<file path="src/rtl/spy_output_merger_if.sv">
// Bus bundle between the output SpyBuffer bank, the merger and the tagged-stream consumer.
// The master modport is the merger side; the slave modport is the buffers plus consumer.
interface spy_output_merger_if #(
   parameter int unsigned DATA_WIDTH  = 256,
   parameter int unsigned N_INPUTS    = 4,
   parameter int unsigned SRC_WIDTH   = 4,
   parameter int unsigned COUNT_WIDTH = 32
);
   logic [N_INPUTS-1:0][DATA_WIDTH-1:0]  in_data;
   logic [N_INPUTS-1:0]                  in_empty;
   logic [N_INPUTS-1:0]                  in_read_enable;
   logic [DATA_WIDTH-1:0]                out_data;
   logic [SRC_WIDTH-1:0]                 out_source;
   logic                                 out_valid;
   logic                                 out_ready;
   logic [N_INPUTS-1:0][COUNT_WIDTH-1:0] word_count;
   logic                                 busy;

   modport master (
      input  in_data, in_empty, out_ready,
      output in_read_enable, out_data, out_source, out_valid, word_count, busy
   );

   modport slave (
      output in_data, in_empty, out_ready,
      input  in_read_enable, out_data, out_source, out_valid, word_count, busy
   );
endinterface

</file>
<file path="src/rtl/spy_output_merger.sv">
// Round-robin drain of N SpyBuffers into one tagged stream, with a 2-entry skid
// buffer covering the one-cycle FIFO read latency and saturating per-source counters.
module spy_output_merger #(
   parameter int unsigned DATA_WIDTH  = 256,
   parameter int unsigned N_INPUTS    = 4,
   parameter int unsigned SRC_WIDTH   = 4,
   parameter int unsigned COUNT_WIDTH = 32
) (
   input logic                 clock,
   input logic                 reset,
   spy_output_merger_if.master bus
);
   localparam int unsigned    IDX_W    = (N_INPUTS > 1) ? $clog2(N_INPUTS) : 1;
   localparam logic [IDX_W-1:0] LAST_IDX = IDX_W'(N_INPUTS - 1);

   logic [IDX_W-1:0]                     last_grant;
   logic                                 inflight;
   logic [IDX_W-1:0]                     inflight_idx;
   logic [1:0]                           occupancy;
   logic [DATA_WIDTH-1:0]                head_data;
   logic [IDX_W-1:0]                     head_idx;
   logic [DATA_WIDTH-1:0]                tail_data;
   logic [IDX_W-1:0]                     tail_idx;
   logic [N_INPUTS-1:0][COUNT_WIDTH-1:0] count;

   logic                  pop;
   logic                  room;
   logic                  grant_found;
   logic [IDX_W-1:0]      grant_idx;
   logic                  issue;
   logic [N_INPUTS-1:0]   read_enable;
   logic [DATA_WIDTH-1:0] captured;

   // Issue decision: room check against in-flight plus buffered words, then round-robin search
   always_comb begin
      pop         = (occupancy != 2'd0) && bus.out_ready;
      room        = ({1'b0, occupancy} + {2'b00, inflight}) < (3'd2 + {2'b00, pop});
      grant_found = 1'b0;
      grant_idx   = last_grant;
      for (int unsigned k = 1; k <= N_INPUTS; k++) begin
         if (!grant_found && !bus.in_empty[IDX_W'((32'(last_grant) + k) % N_INPUTS)]) begin
            grant_found = 1'b1;
            grant_idx   = IDX_W'((32'(last_grant) + k) % N_INPUTS);
         end
      end
      issue       = grant_found && room && !reset;
      read_enable = '0;
      if (issue) read_enable[grant_idx] = 1'b1;
   end

   assign captured = bus.in_data[inflight_idx];

   // Arbiter state and 2-entry buffer; the head is always the oldest word
   always_ff @(posedge clock) begin
      if (reset) begin
         last_grant   <= LAST_IDX;
         inflight     <= 1'b0;
         inflight_idx <= '0;
         occupancy    <= 2'd0;
         head_data    <= '0;
         head_idx     <= '0;
      end else begin
         inflight <= issue;
         if (issue) begin
            last_grant   <= grant_idx;
            inflight_idx <= grant_idx;
         end
         case ({inflight, pop})
            2'b10: begin
               if (occupancy == 2'd0) begin
                  head_data <= captured;
                  head_idx  <= inflight_idx;
               end else begin
                  tail_data <= captured;
                  tail_idx  <= inflight_idx;
               end
               occupancy <= occupancy + 2'd1;
            end
            2'b01: begin
               if (occupancy == 2'd2) begin
                  head_data <= tail_data;
                  head_idx  <= tail_idx;
               end
               occupancy <= occupancy - 2'd1;
            end
            2'b11: begin
               if (occupancy == 2'd2) begin
                  head_data <= tail_data;
                  head_idx  <= tail_idx;
                  tail_data <= captured;
                  tail_idx  <= inflight_idx;
               end else begin
                  head_data <= captured;
                  head_idx  <= inflight_idx;
               end
            end
            default: ;
         endcase
      end
   end

   // Per-source accepted-word counters, saturating at all-ones
   always_ff @(posedge clock) begin
      if (reset) begin
         count <= '0;
      end else begin
         for (int unsigned i = 0; i < N_INPUTS; i++) begin
            if (pop && head_idx == IDX_W'(i) && count[i] != {COUNT_WIDTH{1'b1}}) begin
               count[i] <= count[i] + COUNT_WIDTH'(1);
            end
         end
      end
   end

   assign bus.in_read_enable = read_enable;
   assign bus.out_valid      = occupancy != 2'd0;
   assign bus.out_data       = head_data;
   assign bus.out_source     = SRC_WIDTH'(head_idx);
   assign bus.word_count     = count;
   assign bus.busy           = (occupancy != 2'd0) || inflight;

   overflow_check: assert property (@(posedge clock) disable iff (reset)
      !(inflight && !pop && occupancy == 2'd2));
endmodule

</file>
<file path="src/flat_wrapper.sv">
// flat-port wrapper written by rule: the top's interface ports become plain ports
module spy_output_merger_flat 
#(
   parameter int unsigned DATA_WIDTH  = 256,
   parameter int unsigned N_INPUTS    = 4,
   parameter int unsigned SRC_WIDTH   = 4,
   parameter int unsigned COUNT_WIDTH = 32
)
  (clock, reset, bus_in_data, bus_in_empty, bus_out_ready, bus_in_read_enable, bus_out_data, bus_out_source, bus_out_valid, bus_word_count, bus_busy);
  spy_output_merger_if #(.DATA_WIDTH(DATA_WIDTH), .N_INPUTS(N_INPUTS), .SRC_WIDTH(SRC_WIDTH), .COUNT_WIDTH(COUNT_WIDTH)) bus_i ();
  input logic clock;
  input logic reset;
  input wire logic [$bits(bus_i.in_data)-1:0] bus_in_data;
  input wire logic [$bits(bus_i.in_empty)-1:0] bus_in_empty;
  input wire logic [$bits(bus_i.out_ready)-1:0] bus_out_ready;
  output wire logic [$bits(bus_i.in_read_enable)-1:0] bus_in_read_enable;
  output wire logic [$bits(bus_i.out_data)-1:0] bus_out_data;
  output wire logic [$bits(bus_i.out_source)-1:0] bus_out_source;
  output wire logic [$bits(bus_i.out_valid)-1:0] bus_out_valid;
  output wire logic [$bits(bus_i.word_count)-1:0] bus_word_count;
  output wire logic [$bits(bus_i.busy)-1:0] bus_busy;
  assign bus_i.in_data = bus_in_data;
  assign bus_i.in_empty = bus_in_empty;
  assign bus_i.out_ready = bus_out_ready;
  assign bus_in_read_enable = bus_i.in_read_enable;
  assign bus_out_data = bus_i.out_data;
  assign bus_out_source = bus_i.out_source;
  assign bus_out_valid = bus_i.out_valid;
  assign bus_word_count = bus_i.word_count;
  assign bus_busy = bus_i.busy;
  spy_output_merger #(.DATA_WIDTH(DATA_WIDTH), .N_INPUTS(N_INPUTS), .SRC_WIDTH(SRC_WIDTH), .COUNT_WIDTH(COUNT_WIDTH)) u_core (.clock(clock), .reset(reset), .bus(bus_i));
endmodule
</file>
<file path="config.mk">
export PLATFORM = sky130hd
export DESIGN_NAME = spy_output_merger_flat
export DESIGN_NICKNAME = d
export VERILOG_FILES = /design/src/rtl/spy_output_merger_if.sv /design/src/rtl/spy_output_merger.sv /design/src/flat_wrapper.sv
export SDC_FILE = /design/constraint.sdc
export NUM_CORES = 1
export LEC_CHECK = 0
export BUFFER_PORTS_ARGS = -buffer_cell sky130_fd_sc_hd__buf_4
export CAP_MARGIN = 20
export CORE_AREA = 2 2 556 558
export CTS_BUF_LIST = sky130_fd_sc_hd__clkbuf_16
export CTS_CLUSTER_DIAMETER = 30
export DETAILED_ROUTE_END_ITERATION = 10
export DIE_AREA = 0 0 558 560
export GPL_TIMING_DRIVEN = 0
export PLACE_DENSITY_LB_ADDON = 0.08
export SLEW_MARGIN = 10
export SYNTH_ARGS = -nofsm -noshare
export SYNTH_HDL_FRONTEND = slang
export SYNTH_SLANG_ARGS = --single-unit
</file>
<file path="constraint.sdc">
create_clock -name clock -period 31.1 [get_ports clock]
set_input_delay 6.22 -clock clock [delete_from_list [all_inputs] [get_ports clock]]
set_output_delay 6.22 -clock clock [all_outputs]
set_load 0.01 [all_outputs]
</file>
# --- After elaboration in Yosys (flattened, before gate mapping) ---
# Index checks and enable logic that the tools add are counted.
word_totals:
  register_bits: 651
  latchBits: 0
  mem_bits_rw: 0
  mem_bits_ro: 0
  out_inout_bits: 394
  memories: 0
classes:
  add_sub_neg: 12
  multipliers: 0
  div: 0
  magnitude_cmp: 8
  n_eq_ne: 15
  shifts: 0
  mux: 36
  bitwise: 1
  reduce_logical: 30
op_table:
  columns: ["op", "n"]
  rows:
  - ["$mux W256", 6]
  - ["$pmux W256 S3", 1]
  - ["$bmux W256 S2", 1]
  - ["$pmux W256 S2", 1]
  - ["$add A32 B1 Y32 const B", 4]
  - ["$ne A32 B32 Y1 const B", 4]
  - ["$lt A2 B3 Y1 const B", 6]
  - ["$mux W2", 9]
  - ["$logic_and A1 B1 Y1", 15]
  - ["$eq A2 B2 Y1 const B", 5]
  - ["$mux W1", 9]
  - ["$bmux W1 S2", 4]
  - ["$pmux W2 S2", 2]
  - ["$add A2 B1 Y2 const B", 3]
  - ["$logic_not A1 Y1", 6]
  - ["$ne A2 B1 Y1 const B", 3]
  - ["$pmux W2 S3", 1]
  - ["$reduce_bool A2 Y1", 3]
  - ["$add A2 B2 Y2 const B", 2]
  - ["$eq A2 B1 Y1 const B", 2]
  - ["$logic_not A2 Y1", 2]
  - ["$mux W4", 1]
  - ["$reduce_and A4 Y1", 1]
  - ["$add A2 B1 Y3", 1]
  - ["10 further kinds", 10]

# --- Longest topological paths before layout ---
# Gate-level depths: netlist of the first run.
logic_depth:
  word_depth: 17
  depth_mapped: 11
  depth_no_buf: 8

# --- Worst setup path after synthesis of the first run ---
# No wires, ideal clock.
synth_timing:
  path_kind: "input-to-reg"
  start: "input reset"
  end: "register u_core.tail_data[0] (enable)"
  arrival_time_ns: 25.557
  required_ns: 29.842
  setup_slack_ns: 4.285
  stages: 4
  path_buffers: 3
  path_cell_list: "clkbuf_1 -> clkbuf_1 -> clkbuf_1 -> a211oi_1"
synth_between:
  elab_chain_len: 2
synth_rtl:
  columns: ["element", "line_no", "rtl"]
  rows:
  - ["from (decl)", "flat_wrapper.sv:12", "input logic reset;"]
  - ["$not A1 Y1 (no line)", null, null]
  - ["$reduce_and A4 Y1 (no line)", null, null]
  - ["to (signal assigned)", "spy_output_merger.sv:74", "tail_data <= captured;"]
  - ["to (signal assigned)", "spy_output_merger.sv:90", "tail_data <= captured;"]
  - ["to (decl)", "spy_output_merger.sv:22", "logic [DATA_WIDTH-1:0] tail_data;"]
# Every way passes these cells.
# A chain may end at the register's enable or synchronous reset.

# --- Worst setup path after layout of the first run ---
layout_timing:
  start: "input bus_out_ready"
  end: "output bus_in_read_enable[1]"
layout_between:
  elab_chain_len: 6
layout_rtl:
  columns: ["element", "line_no", "rtl"]
  rows:
  - ["from (decl)", "flat_wrapper.sv:15", "input wire logic [$bits(bus_i.out_ready)-1:0] bus_out_ready;"]
  - ["$logic_and A1 B1 Y1", "spy_output_merger.sv:36", "pop = (occupancy != 2'd0) && bus.out_ready;"]
  - ["$add A2 B1 Y3", "spy_output_merger.sv:37", "room = ({1'b0, occupancy} + {2'b00, inflight}) < (3'd2 + {2'b00, pop});"]
  - ["$lt A3 B3 Y1", "spy_output_merger.sv:37", null]
  - ["$logic_and A1 B1 Y1 (2 in a row)", "spy_output_merger.sv:46", "issue = grant_found && room && !reset;"]
  - ["$mux W4", "spy_output_merger.sv:48", "if (issue) read_enable[grant_idx] = 1'b1;"]
  - ["to (decl)", "flat_wrapper.sv:16", "output wire logic [$bits(bus_i.in_read_enable)-1:0] bus_in_read_enable;"]
# Every way passes these cells.

==> results of run 1 <==
kinds of logic (layout without fill, tap and decap cells):
family	Yosys count	after routing	share of synthesized area
AO/OA/AOI/OAI	737	737	0.166
multiplexers	270	270	0.189
flip-flops	651	651	0.497
buffers and inverters	262	2224	0.0334
AND/OR/NAND/NOR	653	653	0.103
XOR/XNOR	27	27	0.00753
other	1	27	0.000119
adder cells (fa/ha/maj)	10	10	0.00399
path summary, 6_finish.rpt:
path | endpoint | slack, ps | depth (start not counted)
setup / recovery | bus_in_read_enable[1] | 16890 | 7
hold / removal | u_core.tail_idx[1] | 440 | 0
setup reg to reg | u_core.bus.out_data[79] | 26850 | 6
hold reg to reg | u_core.tail_idx[1] | 440 | 0
flip-flops by register name, summed over array words and instances, names as in the netlist:
register               count
u_core.inflight            1
u_core.bus.out_data      256
u_core.tail_data         256
u_core.head_idx            2
u_core.inflight_idx        2
u_core.last_grant          2
u_core.occupancy           2
u_core.tail_idx            2
u_core.bus.word_count    128
synthesized netlist by cell type (all sizes together) (2+ instances only):
cell type / instances
nand2b: 4
dfxtp: 393
buf: 57
nor3b: 5
a211oi: 262
nor2: 316
nor3: 14
nor2b: 20
o21a: 2
mux2i: 3
o2111ai: 8
and2: 7
a21oi: 91
nor4: 16
a22oi: 258
mux2: 11
mux4: 256
nand2: 59
xnor2: 10
ha: 10
o211ai: 6
edfxtp: 258
and3: 16
inv: 16
a2111oi: 2
o21ba: 2
nand4: 43
or3: 62
or4: 38
clkbuf: 189
o21ai: 63
and4: 15
o31ai: 34
or2: 3
xor2: 17
nand3: 30
worst max-delay path, cell delays in order:
cell and delay (ps):
buf_4 110, o21ai_2 160, o21ai_0 350, nand2_1 340, or3b_2 550, nor2b_1 120
buf_4 130
cell type report:
| cell class | count | share of cell area |
|---|---|---|
| multi-input combinational | 1699 | 0.262 |
| timing repair buffer | 1462 | 0.201 |
| inverter | 16 | 0.00107 |
| antenna | 25 | 0.00111 |
| clock buffer | 282 | 0.125 |
| buffer | 246 | 0.0179 |
| tap | 4120 | 0.0915 |
| clock inverter | 218 | 0.0230 |
| sequential | 651 | 0.277 |
through the flow:
| step | hold WS, ps | setup TNS [ps] | cells |
|---|---|---|---|
| after floorplan | 406 | 0 | 2612 |
| after global placement | 428 | -4201980 | 8153 |
| after detailed placement | 431 | 0 | 8192 |
| after CTS | 455 | 0 | 8692 |
| after global routing | 463 | 0 | 8703 |
| final | 441 | 0 | 8719 |
layer usage:
layer  up-vias  wire length [um]
met3       353             21200
met2      1388            132000
met5         -               241
met1     15800             96400
li1      14200                 -
met4        40              5650
power by group:
group	total, mW	switching, mW	leakage, nW	internal (mW)
Clock	2.40	0.748	4.45	1.65
Sequential	1.24	0.103	5.57	1.14
Combinational	2.18	1.37	12.0	0.801
==> flow_metrics.py, run 1 <==
metrics = {
    "yosys": {
        "syn-cell-area_um2": 31400,
        "synth_cell_types": 63,
        "synth_edf_count": 258,
        "synth_top_area_share": 0.251,
        "async_reset_ff_frac": 0,
        "synthCells": 2611,
        "synth_top_area_cell": "dfxtp_1",
        "synthFlopType": "dfxtp_1",
        "synth_area_per_cell_um2": 12.0,
        "synthTopCellsByArea": "dfxtp_1 25%, edfxtp_1 25%, mux4_2 18%",
        "synth_seq_cells": 651,
        "synth_warnings": 0,
        "synth.yosys.seq_area_share": 0.497,
    },
    "global_routing": {
        "grt_pass1_vias": 33800,
        "grt_overflow": 0,
        "busiest_layer": "met2",
        "grt_pass1_wl_um": 329000,
        "gr-usage-met1": 0.175,
        "grtUsageMet3": 0.0534,
        "antenna_found_initial": 105,
        "grt_usage": 0.157,
        "use_met2": 0.284,
        "grt_max_degree": 16,
    },
    "hold_path": {
        "holdCritStartpoint": "u_core.inflight_idx[1]",
        "hold_path.class": "register to register",
    },
    "power_and_ir_drop": {
        "leakage_nw": 22.0,
        "p_total_mw": 5.82,
        "ir_drop_uv": 37.1,
        "p_per_area_nw_per_um2": 103,
    },
    "sta": {
        "tightest_slew_ps": 1220,
        "setup_viol": 0,
        "fin_skew_ps": 32.5,
        "period_share": 0.457,
        "rsz0062_at_grt": "false",
        "hold_viol": 0,
        "period_minus_slack_ps": 14210,
        "fin_ws_ps": 16890,
        "max_freq_mhz": 70.4,
        "drv_slew": 0,
        "slew-limit-headroom": 0.188,
    },
    "route": {
        "vias_per_cell": 3.65,
        "drt-total-wl_um": 255000,
        "wl_per_cell_um": 29.3,
        "first_iter_violations": 1934,
        "drc": 0,
        "ant_nets": 0,
        "firstDrtPassIters": 5,
        "vias": 31800,
    },
    "placement": {
        "placed_area_um2": 47900,
        "dp_hpwl_um": 215000,
        "pre_cts_slack_ps": 16880,
        "portBuffers": 1421,
        "place.gp.congestion": 0.859,
    },
    "setup_path": {
        "cp.arrival_ps": 7990,
        "startpoint": "bus_out_ready",
        "critPathRequiredTime_ps": 24880,
        "worstSetupStartpointType": "input port",
        "cp-end-kind": "output port",
        "critPathKind": "input port to output port",
        "crit_fanout": 10,
        "timing.rr.start": "u_core.inflight_idx[0]",
    },
    "finish": {
        "regArea_um2": 15600,
        "final_util": 0.184,
        "final_common_cell": "buf_4",
        "syn2layout_area_growth_pct": 79.5,
        "final_layout_size_suffix_gt1_frac": 0.469,
        "fillers": 34100,
        "final_cell_mix": "1426 x buf_4, 393 x dfxtp_1, 316 x nor2_1",
        "fin_nets": 5393,
        "finish.instance_area_um2": 56400,
        "multiInputGateArea_um2": 14800,
    },
    "clock_network": {
        "htreeDepth": 5,
        "post-cts-setup-buffers": 0,
        "cts_tree": "built",
        "cts.sinks": 651,
        "cts_buffers": 276,
        "cts_hold_buf": 0,
        "clk_pin_slew_ps": 30,
        "clk_path_buf_depth": 4,
        "cts-root-buf": "clkbuf_16",
        "clkLatencyLatePin_ps": 860,
        "cts_resized": 0,
    },
    "die": {
        "io_pins": 1425,
        "rows": 204,
        "die-width_um": 558,
        "die_y_um": 560,
        "dieArea_um2": 312000,
        "core_um2": 307000,
        "start_util": 0.102,
    },
    "run_status": {
        "status": "finished clean",
    },
    "flow_run": {
        "drv_cap": 0,
    },
}
Power figures use the tool's default switching activity.
==> run 2: changes to the inputs <==
clock period = 12.81 ns   (was 31.1 ns; I/O delays follow)
==> run 2 against run 1 <==
Compared with the run above:
- via count hardly changed
- global-route usage is 0.12 points higher
- flip-flop and latch count stayed put
- critical path type unchanged
- largest cell class unchanged
==> flow_metrics.py, run 2 (same netlist as run 1, synthesis figures left out) <==
metrics = {
    "clock_network": {
        "cts_resized": 0,
        "post-cts-setup-buffers": 0,
        "clk_pin_slew_ps": 40,
        "cts.sinks": 651,
        "cts_buffers": 275,
        "clk_path_buf_depth": 4,
        "cts-root-buf": "clkbuf_16",
        "clkLatencyLatePin_ps": 850,
        "cts_hold_buf": 0,
        "cts_tree": "built",
        "htreeDepth": 5,
    },
    "die": {
        "io_pins": 1425,
        "core_um2": 307000,
        "start_util": 0.102,
        "rows": 204,
        "die-width_um": 558,
        "die_y_um": 560,
        "dieArea_um2": 312000,
    },
    "setup_path": {
        "cp-end-kind": "output port",
        "critPathRequiredTime_ps": 10250,
        "worstSetupStartpointType": "input port",
        "r2r_slack_ps": 8290,
        "critPathKind": "input port to output port",
        "cp.arrival_ps": 4400,
        "crit_fanout": 10,
    },
    "finish": {
        "finish.instance_area_um2": 56300,
        "fillers": 34000,
        "final_layout_size_suffix_gt1_frac": 0.468,
        "final_cell_mix": "1426 x buf_4, 393 x dfxtp_1, 316 x nor2_1",
        "syn2layout_area_growth_pct": 79.4,
        "regArea_um2": 15600,
        "final_util": 0.183,
        "multiInputGateArea_um2": 14800,
        "final_common_cell": "buf_4",
        "fin_nets": 5389,
    },
    "route": {
        "first_iter_violations": 1671,
        "vias_per_cell": 3.65,
        "wl_per_cell_um": 29.5,
        "firstDrtPassIters": 7,
        "drt-total-wl_um": 258000,
        "ant_nets": 0,
        "drc": 0,
        "vias": 31800,
    },
    "sta": {
        "hold_viol": 0,
        "max_freq_mhz": 144,
        "holdWs_ps": 432,
        "fin_skew_ps": 40.8,
        "period_share": 0.543,
        "timing.setup.tns_ps": 0,
        "slew-limit-headroom": 0.225,
        "rsz0062_at_grt": "false",
        "period_minus_slack_ps": 6960,
        "drv_slew": 0,
        "tightest_slew_ps": 1160,
        "setup_viol": 0,
    },
    "hold_path": {
        "hold_path.class": "register to register",
    },
    "power_and_ir_drop": {
        "switching_share": 0.386,
        "p_per_area_nw_per_um2": 250,
        "power.share.combinational": 0.374,
        "p_int_mw": 8.66,
        "p_sw_mw": 5.44,
        "ir_drop_uv": 96.7,
        "p_clk_frac": 0.412,
        "leakage_nw": 22.0,
        "power_frac_seq": 0.215,
    },
    "global_routing": {
        "grt_max_degree": 15,
        "grt_overflow": 0,
        "grt_usage": 0.159,
        "grt_pass1_vias": 33800,
        "antenna_found_initial": 113,
        "grt_pass1_wl_um": 331000,
    },
    "run_status": {
        "status": "finished clean",
    },
    "flow_run": {
        "drv_cap": 0,
    },
    "placement": {
        "dp_hpwl_um": 216000,
        "portBuffers": 1421,
        "place.gp.congestion": 0.906,
        "placed_area_um2": 47900,
    },
}
run 2: metal layers:
metal	global-route usage	wire [um]	vias up
li1	-	-	14200
met4	0.0416	6310	30
met1	0.179	98100	15800
met3	0.0507	21300	361
met5	0	184	-
met2	0.284	132000	1438
run 2: power by group through the flow:
stage                     Combinational, mW  Clock, mW  Sequential [mW]
final                                  5.27       5.81             3.02
after global routing                   5.72       6.11             3.08
after CTS                              5.56       5.98             3.03
after detailed placement               5.54          0             3.06
after global placement                 5.43          0             3.13
after floorplan                        2.36          0             3.14
run 2: final timing paths:
path	startpoint	endpoint	depth (start not counted)
worst max-delay path	bus_out_ready	bus_in_read_enable[0]	7
worst min-delay path	u_core.inflight_idx[1]	u_core.tail_idx[1]	0
worst max register to register	u_core.occupancy[1]	u_core.bus.out_data[88]	11
worst min register to register	u_core.inflight_idx[1]	u_core.tail_idx[1]	0
run 2: worst max-delay path: stages:
cell	delay, ps
buf_4	110
o21ai_2	170
o21ai_0	350
nand2_1	360
or3b_2	560
nor2_1	140
buf_4	140
run 2: metrics by stage:
stage / power, mW / worst slack, ps / std cells
2_1_floorplan: 5.50 / 2660 / 2612
3_3_place_gp: 8.56 / -4980 / 8153
3_5_place_dp: 8.61 / 5800 / 8191
4_1_cts: 14.6 / 5790 / 8688
5_1_grt: 14.9 / 5690 / 8700
6_report: 14.1 / 5850 / 8718
run 2: layout make-up:
type	instances	share of cell area
Antenna cell	30	0.00133
Buffer	246	0.0179
Clock buffer	276	0.123
Clock inverter	221	0.0253
Inverter	16	0.00107
Multi-Input combinational cell	1699	0.262
Sequential cell	651	0.277
Tap cell	4120	0.0915
Timing Repair Buffer	1459	0.201
